`config.mk`:
```
export PLATFORM = sky130hd
export DESIGN_NAME = mux_tree_pipe
export DESIGN_NICKNAME = d
export VERILOG_FILES = /design/src/rtl/mux_pkg.sv /design/src/rtl/mux_pipe_stage.sv /design/src/rtl/mux_tree_pipe.sv
export SDC_FILE = /design/constraint.sdc
export NUM_CORES = 1
export LEC_CHECK = 0
export CORE_MARGIN = 10
export CORE_UTILIZATION = 49
export CTS_CLUSTER_SIZE = 28
export DETAILED_ROUTE_END_ITERATION = 7
export PLACE_DENSITY_LB_ADDON = 0.15
export SLEW_MARGIN = 20
export SYNTH_ARGS = -nofsm -noshare
export SYNTH_HDL_FRONTEND = slang
export SYNTH_SLANG_ARGS = --single-unit
```
`constraint.sdc`:
```
create_clock -name clk -period 1.6 [get_ports clk]
set_input_delay 0.24 -clock clk [delete_from_list [all_inputs] [get_ports clk]]
set_output_delay 0.24 -clock clk [all_outputs]
set_load 0.02 [all_outputs]
```
`src/rtl/mux_pkg.sv`:
```
// Shared helpers for the pipelined mux tree: select-width function and the
// elaboration-time check on the input count.
`ifndef MUX_PKG_SV
`define MUX_PKG_SV

// Placed inside a module body; flags a non-power-of-two (or <2) input count.
`define MUX_ASSERT_POW2(n) \
   if (((n) < 2) || (((n) & ((n) - 1)) != 0)) begin : g_bad_num_in \
      $error("NUM_IN must be a power of two >= 2"); \
   end

package mux_pkg;

   function automatic int clog2(input int v);
      int r;
      int x;
      r = 0;
      x = v - 1;
      while (x > 0) begin
         r++;
         x = x >> 1;
      end
      return r;
   endfunction

endpackage

`endif

```
`src/rtl/mux_pipe_stage.sv`:
```
// One level of the mux tree: N_IN/2 2:1 muxes steered by sel bit 0, a register
// stage holding {valid, data, upper sel bits}, and the stage ready term.
module mux_pipe_stage #(
   parameter int WIDTH  = 8,
   parameter int N_IN   = 2,
   parameter int SELR_W = 1,
   localparam int SELO_W = (SELR_W > 1) ? SELR_W - 1 : 1
) (
   input  logic                        clk,
   input  logic                        rst_n,
   input  logic                        valid_i,
   input  logic [N_IN*WIDTH-1:0]       data_i,
   input  logic [SELR_W-1:0]           sel_i,
   input  logic                        rdy_nxt_i,
   output logic                        rdy_o,
   output logic                        valid_o,
   output logic [(N_IN/2)*WIDTH-1:0]   data_o,
   output logic [SELO_W-1:0]           sel_o
);

   localparam int N_OUT = N_IN / 2;

   logic                     valid_q;
   logic [N_OUT*WIDTH-1:0]   data_d, data_q;
   logic [SELO_W-1:0]        sel_d, sel_q;

   // A stage can take a new word if it is empty or its content leaves this cycle.
   assign rdy_o = !valid_q || rdy_nxt_i;

   always_comb begin
      data_d = '0;
      for (int j = 0; j < N_OUT; j++) begin
         data_d[j*WIDTH +: WIDTH] = sel_i[0] ? data_i[(2*j+1)*WIDTH +: WIDTH]
                                             : data_i[(2*j)*WIDTH +: WIDTH];
      end
   end

   generate
      if (SELR_W > 1) begin : g_sel_fwd
         assign sel_d = sel_i[SELR_W-1:1];
      end else begin : g_sel_last
         assign sel_d = '0;
      end
   endgenerate

   always_ff @(posedge clk or negedge rst_n) begin
      if (!rst_n) begin
         valid_q <= 1'b0;
         data_q  <= '0;
         sel_q   <= '0;
      end else if (rdy_o) begin
         valid_q <= valid_i;
         if (valid_i) begin
            data_q <= data_d;
            sel_q  <= sel_d;
         end
      end
   end

   assign valid_o = valid_q;
   assign data_o  = data_q;
   assign sel_o   = sel_q;

endmodule

```
`src/rtl/mux_tree_pipe.sv`:
```
// NUM_IN:1 word mux built as a binary tree of registered 2:1 levels with a
// valid/ready chain; one level per select bit, LSB resolved first.
module mux_tree_pipe
   import mux_pkg::*;
#(
   parameter int WIDTH  = 8,
   parameter int NUM_IN = 8,
   parameter int SEL_W  = clog2(NUM_IN)
) (
   input  logic                     clk,
   input  logic                     rst_n,
   input  logic [NUM_IN*WIDTH-1:0]  in_data,
   input  logic [SEL_W-1:0]         in_sel,
   input  logic                     in_valid,
   output logic                     in_ready,
   output logic [WIDTH-1:0]         out_data,
   output logic                     out_valid,
   input  logic                     out_ready
);

   `MUX_ASSERT_POW2(NUM_IN)

   generate
      for (genvar k = 0; k < SEL_W; k++) begin : g_lvl
         localparam int NI  = NUM_IN >> k;
         localparam int SW  = SEL_W - k;
         localparam int SOW = (SW > 1) ? SW - 1 : 1;

         logic                     v_in, v_q, rdy, rdy_nxt;
         logic [NI*WIDTH-1:0]      d_in;
         logic [SW-1:0]            s_in;
         logic [(NI/2)*WIDTH-1:0]  d_q;
         logic [SOW-1:0]           s_q;

         if (k == 0) begin : g_src
            assign v_in = in_valid;
            assign d_in = in_data;
            assign s_in = in_sel;
         end else begin : g_chain
            assign v_in = g_lvl[k-1].v_q;
            assign d_in = g_lvl[k-1].d_q;
            assign s_in = g_lvl[k-1].s_q;
         end

         // Ready ripples back combinationally from the consumer for full throughput.
         if (k == SEL_W - 1) begin : g_sink
            assign rdy_nxt = out_ready;
         end else begin : g_down
            assign rdy_nxt = g_lvl[k+1].rdy;
         end

         mux_pipe_stage #(
            .WIDTH  (WIDTH),
            .N_IN   (NI),
            .SELR_W (SW)
         ) u_stage (
            .clk       (clk),
            .rst_n     (rst_n),
            .valid_i   (v_in),
            .data_i    (d_in),
            .sel_i     (s_in),
            .rdy_nxt_i (rdy_nxt),
            .rdy_o     (rdy),
            .valid_o   (v_q),
            .data_o    (d_q),
            .sel_o     (s_q)
         );
      end
   endgenerate

   assign in_ready  = g_lvl[0].rdy;
   assign out_valid = g_lvl[SEL_W-1].v_q;
   assign out_data  = g_lvl[SEL_W-1].d_q;

endmodule

```
# == Yosys cells after proc, flatten, opt, wreduce, memory -nomap -nowiden ==
# Index checks and enable logic that the tools add are counted.
# op_classes
n_addsub,0
n_lt_le_gt_ge,0
mux,7
reduce_logical,9
eq_ne,0
multipliers,0
div_mod_pow,0
bitwise_logic,0
shifts,0
# op_table
cell,n
8-bit 2-to-1 mux,7
2-bit AND reduction,3
1-bit logical NOT,3
1-bit logical OR,3
# word_totals
latch_bits,0
out_inout_bits,10
elab_cells,24
memories,0
register_bits,62
mem_bits_ro,0
ram_bits,0
input_bits,71

# == Depth between registers and ports, before layout ==
# Gate-level depths: netlist of run 1.
# logic_depth
depth_word,5
mapped_depth,6
ltp_nobuf,3

# == Hierarchy ==
# Synthesis of run 1 repeated with hierarchy kept, for this count alone.
# unflattened
cells_unflattened,276
area_unflattened_um2,3235.6
# by_module_without_submodules
module,seq_area_each_um2,n_inst,area_per_inst_um2,cells_per_inst
mux_pipe_stage (g_lvl[0].u_stage),875.8,1,1840.5,154
mux_pipe_stage (g_lvl[1].u_stage),450.4,1,913.4,80
mux_pipe_stage (g_lvl[2].u_stage),225.2,1,481.7,42

# == Worst setup path before layout of run 1 ==
# OpenSTA, ideal clock, no wires.
# synth_timing
path_kind,flip-flop to flip-flop
from,register g_lvl[2].u_stage.valid_q
to,register g_lvl[1].u_stage.data_q[10]
period_less_slack_ns,1.465
setup_time_ns,0.125
path_stages_with_launch,5
required_time_ns,1.475
setup_slack_ns,0.135
t_arrival_ns,1.340
path_buffers,1
path_cell_list,dfrtp_1 -> nand2b_1 -> o21ai_4 -> buf_12 -> mux2_4
# synth_via
elab_chain_len,4
# synth_rtl
element,line_no,source
"start, declared",mux_pipe_stage.sv:23,logic valid_q;
"start signal, assigned",mux_pipe_stage.sv:52,valid_q <= valid_i;
1-bit logical NOT,mux_pipe_stage.sv:28,assign rdy_o = !valid_q || rdy_nxt_i;
1-bit logical OR (2 in series),mux_pipe_stage.sv:28,
2-bit AND reduction (no source line),--,
"end signal, assigned",mux_pipe_stage.sv:54,data_q <= data_d;
"end, declared",mux_pipe_stage.sv:24,"logic [N_OUT*WIDTH-1:0] data_d, data_q;"
# No other way between the ends.
# A chain may end at the register's enable or synchronous reset.

# == Worst setup path in the final report of run 1 ==
# layout_timing
from,register g_lvl[2].u_stage.data_q[3]
to,output port out_data[3]
# layout_rtl
element,line_no,source
"start, declared",mux_pipe_stage.sv:24,
"start signal, assigned",mux_pipe_stage.sv:54,
"end, declared",mux_tree_pipe.sv:16,"output logic [WIDTH-1:0] out_data,"
# No word-level cell between the ends.

==> impl_metrics.py, run 1 <==
metrics = {
    "finish": {
        "syn_to_final_growth_pct": 35.7,
        "post-route-util_pct": 67.9,
        "finalNonFillerCells": 414,
        "drive_gt1_share_pct": 24.0,
        "fin_nets": 403,
        "n_fill_cell": 510,
        "insertedDiodeCount": 0,
    },
    "yosys": {
        "synth_most_common_cell": "dfrtp_1",
        "synth_area_leader_cell": "dfrtp_1",
        "synth_area_um2": 3140,
        "ys.warnings.count": 0,
        "synth_top_area_share_pct": 49.4,
        "synth_area_leaders": "dfrtp_1, mux2i_1, mux2_4, a31oi_1, a21oi_1",
        "synthArstFlopShare_pct": 100,
        "synth_seq_cells": 62,
        "synth.cells.most_frequent": "dfrtp_1, mux2i_1, a21oi_1",
        "synth_fa_ha_area_share_pct": 0,
        "syn_inst": 251,
        "syn_avg_cell_area_um2": 12.5,
        "synth_xor_area_share_pct": 0,
        "synth.distinct_cells": 20,
        "synth_top_family_by_area": "multiplexers",
        "synth-edff-count": 0,
        "synth_compound_area_share_pct": 16.0,
        "synth_flop_cell": "dfrtp_1",
        "syn_nets": 322,
        "muxShareOfSynthArea_pct": 27.6,
        "synth-simple-area-share_pct": 1.31,
        "yosysSeqAreaShare_pct": 49.4,
    },
    "worst_setup_path": {
        "crit_type": "reg -> out",
        "start_kind": "flop",
        "crit_slowest_cell": "clkdlybuf4s50_1",
        "crit_fanout": 2,
        "arrival_ns": 1.28,
        "slowest_delay_ns": 0.61,
        "worstPathBufferInverterCount": 1,
        "path_cells": "clkdlybuf4s50_1",
        "path_delay_family": "buffers and inverters",
        "critPathRequiredTime_ns": 1.36,
        "rrSetupSlack_ns": 0.25,
        "end_kind": "primary output",
    },
    "floorplan": {
        "dieArea_um2": 10000,
        "die_x_um": 100,
        "die_h_um": 100,
        "rows": 29,
        "design.portCount": 81,
        "start_util_pct": 50.0,
        "fp.coreArea_um2": 6280,
    },
    "clocking": {
        "h-tree-depth": 3,
        "tritoncts": "built",
        "root_buffer": "clkbuf_8",
        "cts_setup_buffers": 0,
        "cts.clk_slew.worst_paths_ns": 0.07,
        "clock_latency_ns": 0.32,
        "clk_path_buf_depth": 2,
        "cts_num_sinks": 62,
        "cts_buffers": 9,
    },
    "global_route": {
        "overflow": 0,
        "first_global_vias": 2287,
        "antenna_found_initial": 0,
        "grt_pass1_wl_um": 11300,
        "grt_max_degree": 65,
        "grt.total_usage_pct": 13.9,
    },
    "power_and_ir_drop": {
        "peakVddDrop_uv": 976,
        "leakage_nw": 1.81,
        "total_power_mw": 5.16,
        "p_per_area_nw_per_um2": 1210,
    },
    "run": {
        "maxCapViolations": 0,
    },
    "placement": {
        "dp_cells": 397,
        "io_buffer_count": 80,
        "globalplace.congestion": 0.774,
        "hpwl_um": 5240,
    },
    "sta": {
        "fin_crit_ns": 1.52,
        "rsz0062_at_grt": "false",
        "skew_ns": 0.00900,
        "tns_ns": 0,
        "hold_viol": 0,
        "slew_violations": 0,
        "setup_viol": 0,
        "worst_slew_pin_slew_ns": 0.455,
        "fmax_mhz": 658,
        "fin_crit_sh_pct": 95.0,
        "max-slew-margin-rel_pct": 69.7,
    },
    "routing": {
        "dr.first_iter.drc_count": 60,
        "viasPerCell": 5.36,
        "finalWirelength_um": 6820,
        "drc": 0,
        "num_vias": 2221,
        "ant_nets": 0,
        "wl_per_cell_um": 16.5,
        "firstDrtPassIters": 4,
    },
    "worst_hold_path": {
        "hold_class": "in -> reg",
    },
    "run_status": {
        "status": "finished clean",
    },
}
## through the flow
step           instance area (µm²)  setup WS [ns]  hold WS (ns)
3_3_place_gp                  4030        -0.0510         0.212
6_report                      4260         0.0798         0.172
4_1_cts                       4260         0.0527         0.161
5_1_grt                       4260        0.00680         0.182
2_1_floorplan                 3140          0.135       -0.0556
3_5_place_dp                  4030        -0.0619         0.213
## registers in the layout, summed over array words and instances, names as in the netlist
register,cells
g_lvl.u_stage.data_o,56
g_lvl.u_stage.valid_o,3
g_lvl.u_stage.sel_o,3
## final timing paths
| check | start | end | cells after the start |
|---|---|---|---|
| max reg2reg | g_lvl[1].u_stage.valid_o | g_lvl[1].u_stage.data_o[4] | 4 |
| max in group asynchronous | rst_n | g_lvl[1].u_stage.data_o[13] | 3 |
| max | g_lvl[2].u_stage.data_o[3] | out_data[3] | 1 |
| min in group asynchronous | rst_n | g_lvl[1].u_stage.data_o[1] | 2 |
| min | in_valid | g_lvl[0].u_stage.valid_o | 2 |
| min reg2reg | g_lvl[1].u_stage.data_o[0] | g_lvl[1].u_stage.data_o[0] | 1 |
## what timing repair did
item | in CTS | in global routing
hold buffers | 1 | 0
gates resized for setup | 1 | 0
endpoints found under the hold margin | 16 | 0
endpoints found under the setup margin | 1 | 0
## cell families after synthesis
group | after synthesis
multiplexers | 75
AO/OA/AOI/OAI | 82
flip-flops | 62
AND/OR/NAND/NOR | 6
buffers and inverters | 26
## layer usage
layer  vias to the layer above  wire length, µm  GRT usage, %
met5                         -                0             0
met4                         0              116          5.76
met3                        11              429          4.81
met2                        65             3150          21.0
met1                      1040             3120          17.8
li1                       1105                -             -
## area by class of cell
class                           count  area, µm²  area share, %
Clock buffer                       10        138           3.23
Multi-Input combinational cell    163       1420           33.2
Clock inverter                      6       85.1           2.00
Tap cell                           77       96.3           2.26
Sequential cell                    62       1550           36.4
Inverter                            1       3.75         0.0880
Timing Repair Buffer               95        972           22.8
## where the power goes
group	internal (mW)	switching (mW)	leakage, nW
clock	0.913	0.596	0.108
combinational	0.871	0.596	1.02
sequential	1.94	0.246	0.683
total	3.72	1.44	1.81
## cell usage in the layout, fill, tap and decap left out, types with 3 or more instances in the layout
master	count
a21oi_2	10
clkdlybuf4s50_1	75
buf_2	3
dfrtp_1	62
mux2i_1	40
a21oi_1	38
clkbuf_8	10
buf_12	6
a31oi_1	32
mux2_2	16
mux2_4	19
buf_4	9
Power figures use the tool's default switching activity.
==> run 2: changes to the inputs <==
- TNS_END_PERCENT: default -> 1
==> results of run 2 <==
Final layout, timing and power as in run 1 (identical DEF).
==> run 3: changes to the inputs <==
- SKIP_CTS_REPAIR_TIMING: default -> 1
==> impl_metrics.py, run 3 (synthesis results as in run 1) <==
metrics = {
    "sta": {
        "max-slew-margin-rel_pct": 69.7,
        "setup_viol": 0,
        "setup_slack_ns": 0.0798,
        "slew_violations": 0,
        "fmax_mhz": 658,
        "fin_crit_ns": 1.52,
        "fin_crit_sh_pct": 95.0,
        "hold_viol": 0,
        "skew_ns": 0.00900,
        "worst_slew_pin_slew_ns": 0.455,
        "rsz0062_at_grt": "false",
    },
    "power_and_ir_drop": {
        "p_per_area_nw_per_um2": 1210,
        "total_power_mw": 5.16,
        "leakage_nw": 1.82,
        "peakVddDrop_uv": 976,
    },
    "placement": {
        "pre_cts_ws_ns": -0.0619,
        "globalplace.congestion": 0.774,
        "hpwl_um": 5240,
        "io_buffer_count": 80,
    },
    "clocking": {
        "h-tree-depth": 3,
        "cts_buffers": 9,
        "cts.clk_slew.worst_paths_ns": 0.07,
        "cts_num_sinks": 62,
        "clk_path_buf_depth": 2,
        "tritoncts": "built",
        "clock_latency_ns": 0.32,
        "root_buffer": "clkbuf_8",
    },
    "floorplan": {
        "rows": 29,
        "fp.coreArea_um2": 6280,
        "design.portCount": 81,
        "die_h_um": 100,
        "die_x_um": 100,
        "dieArea_um2": 10000,
        "start_util_pct": 50.0,
    },
    "worst_setup_path": {
        "arrival_ns": 1.28,
        "crit_slowest_cell": "clkdlybuf4s50_1",
        "critPathRequiredTime_ns": 1.36,
        "crit_fanout": 2,
        "start_kind": "flop",
        "slowest_delay_ns": 0.61,
        "path_delay_family": "buffers and inverters",
        "end_kind": "primary output",
        "path_cells": "clkdlybuf4s50_1",
        "worstPathBufferInverterCount": 1,
        "crit_type": "reg -> out",
    },
    "finish": {
        "drive_gt1_share_pct": 24.0,
        "insertedDiodeCount": 0,
        "largest_reg_flops": 56,
        "n_fill_cell": 509,
        "regArea_um2": 1550,
        "final_common_cell": "clkdlybuf4s50_1",
        "final_cell_mix": "clkdlybuf4s50_1, dfrtp_1, mux2i_1",
        "syn_to_final_growth_pct": 35.8,
        "fin_nets": 403,
        "multi_input_area_um2": 1420,
    },
    "routing": {
        "drc": 0,
        "firstDrtPassIters": 4,
        "num_vias": 2221,
        "viasPerCell": 5.36,
        "finalWirelength_um": 6820,
        "dr.first_iter.drc_count": 60,
        "ant_nets": 0,
        "wl_per_cell_um": 16.5,
    },
    "run_status": {
        "status": "finished clean",
    },
    "global_route": {
        "grt.total_usage_pct": 13.9,
        "grt_pass1_wl_um": 11300,
        "grt_max_degree": 65,
        "antenna_found_initial": 0,
        "overflow": 0,
        "first_global_vias": 2287,
    },
    "run": {
        "maxCapViolations": 0,
    },
    "worst_hold_path": {
        "hold_class": "in -> reg",
    },
}
## run 3: final timing paths
kind                                             from                          end  slack, ns  cells past startpoint
setup / recovery           g_lvl[2].u_stage.data_o[3]                  out_data[3]       0.08                      1
min in group asynchronous                       rst_n   g_lvl[1].u_stage.data_o[1]       0.39                      2
max in group asynchronous                       rst_n  g_lvl[1].u_stage.data_o[13]       0.64                      3
hold reg to reg            g_lvl[1].u_stage.data_o[0]   g_lvl[1].u_stage.data_o[0]       0.52                      1
hold / removal                               in_valid     g_lvl[0].u_stage.valid_o       0.17                      2
setup reg to reg             g_lvl[1].u_stage.valid_o   g_lvl[1].u_stage.data_o[4]       0.25                      4
## run 3: power breakdown
part | switching (mW) | internal [mW]
registers | 0.246 | 1.94
clock network | 0.596 | 0.913
logic | 0.596 | 0.872
total | 1.44 | 3.72
## run 3: per-stage QoR
stage	util (%)	TNS, ns	cells	cell area, µm²	hold WS [ns]
4_1_cts	67.8	-0.0311	413	4260	-0.147
2_1_floorplan	-	0	251	3140	-0.0556
6_report	68.0	0	414	4270	0.172
3_5_place_dp	64.2	-0.557	397	4030	0.213
3_3_place_gp	64.2	-0.508	397	4030	0.212
5_1_grt	68.0	0	414	4270	0.182
## run 3: per-layer routing
metal / track usage, % / vias to the layer above / wire length (µm)
li1: - / 1105 / -
met4: 5.76 / 0 / 116
met1: 17.8 / 1040 / 3120
met5: 0 / - / 0
met3: 4.81 / 11 / 430
met2: 21.0 / 65 / 3150
## run 3: area by class of cell
cell class,instances,area share [%]
clock inverters,6,1.99
inverters,1,0.0880
clock buffers,10,3.22
flip-flops and latches,62,36.4
repair buffers,95,22.9
well taps,77,2.26
multi-input cells,163,33.2
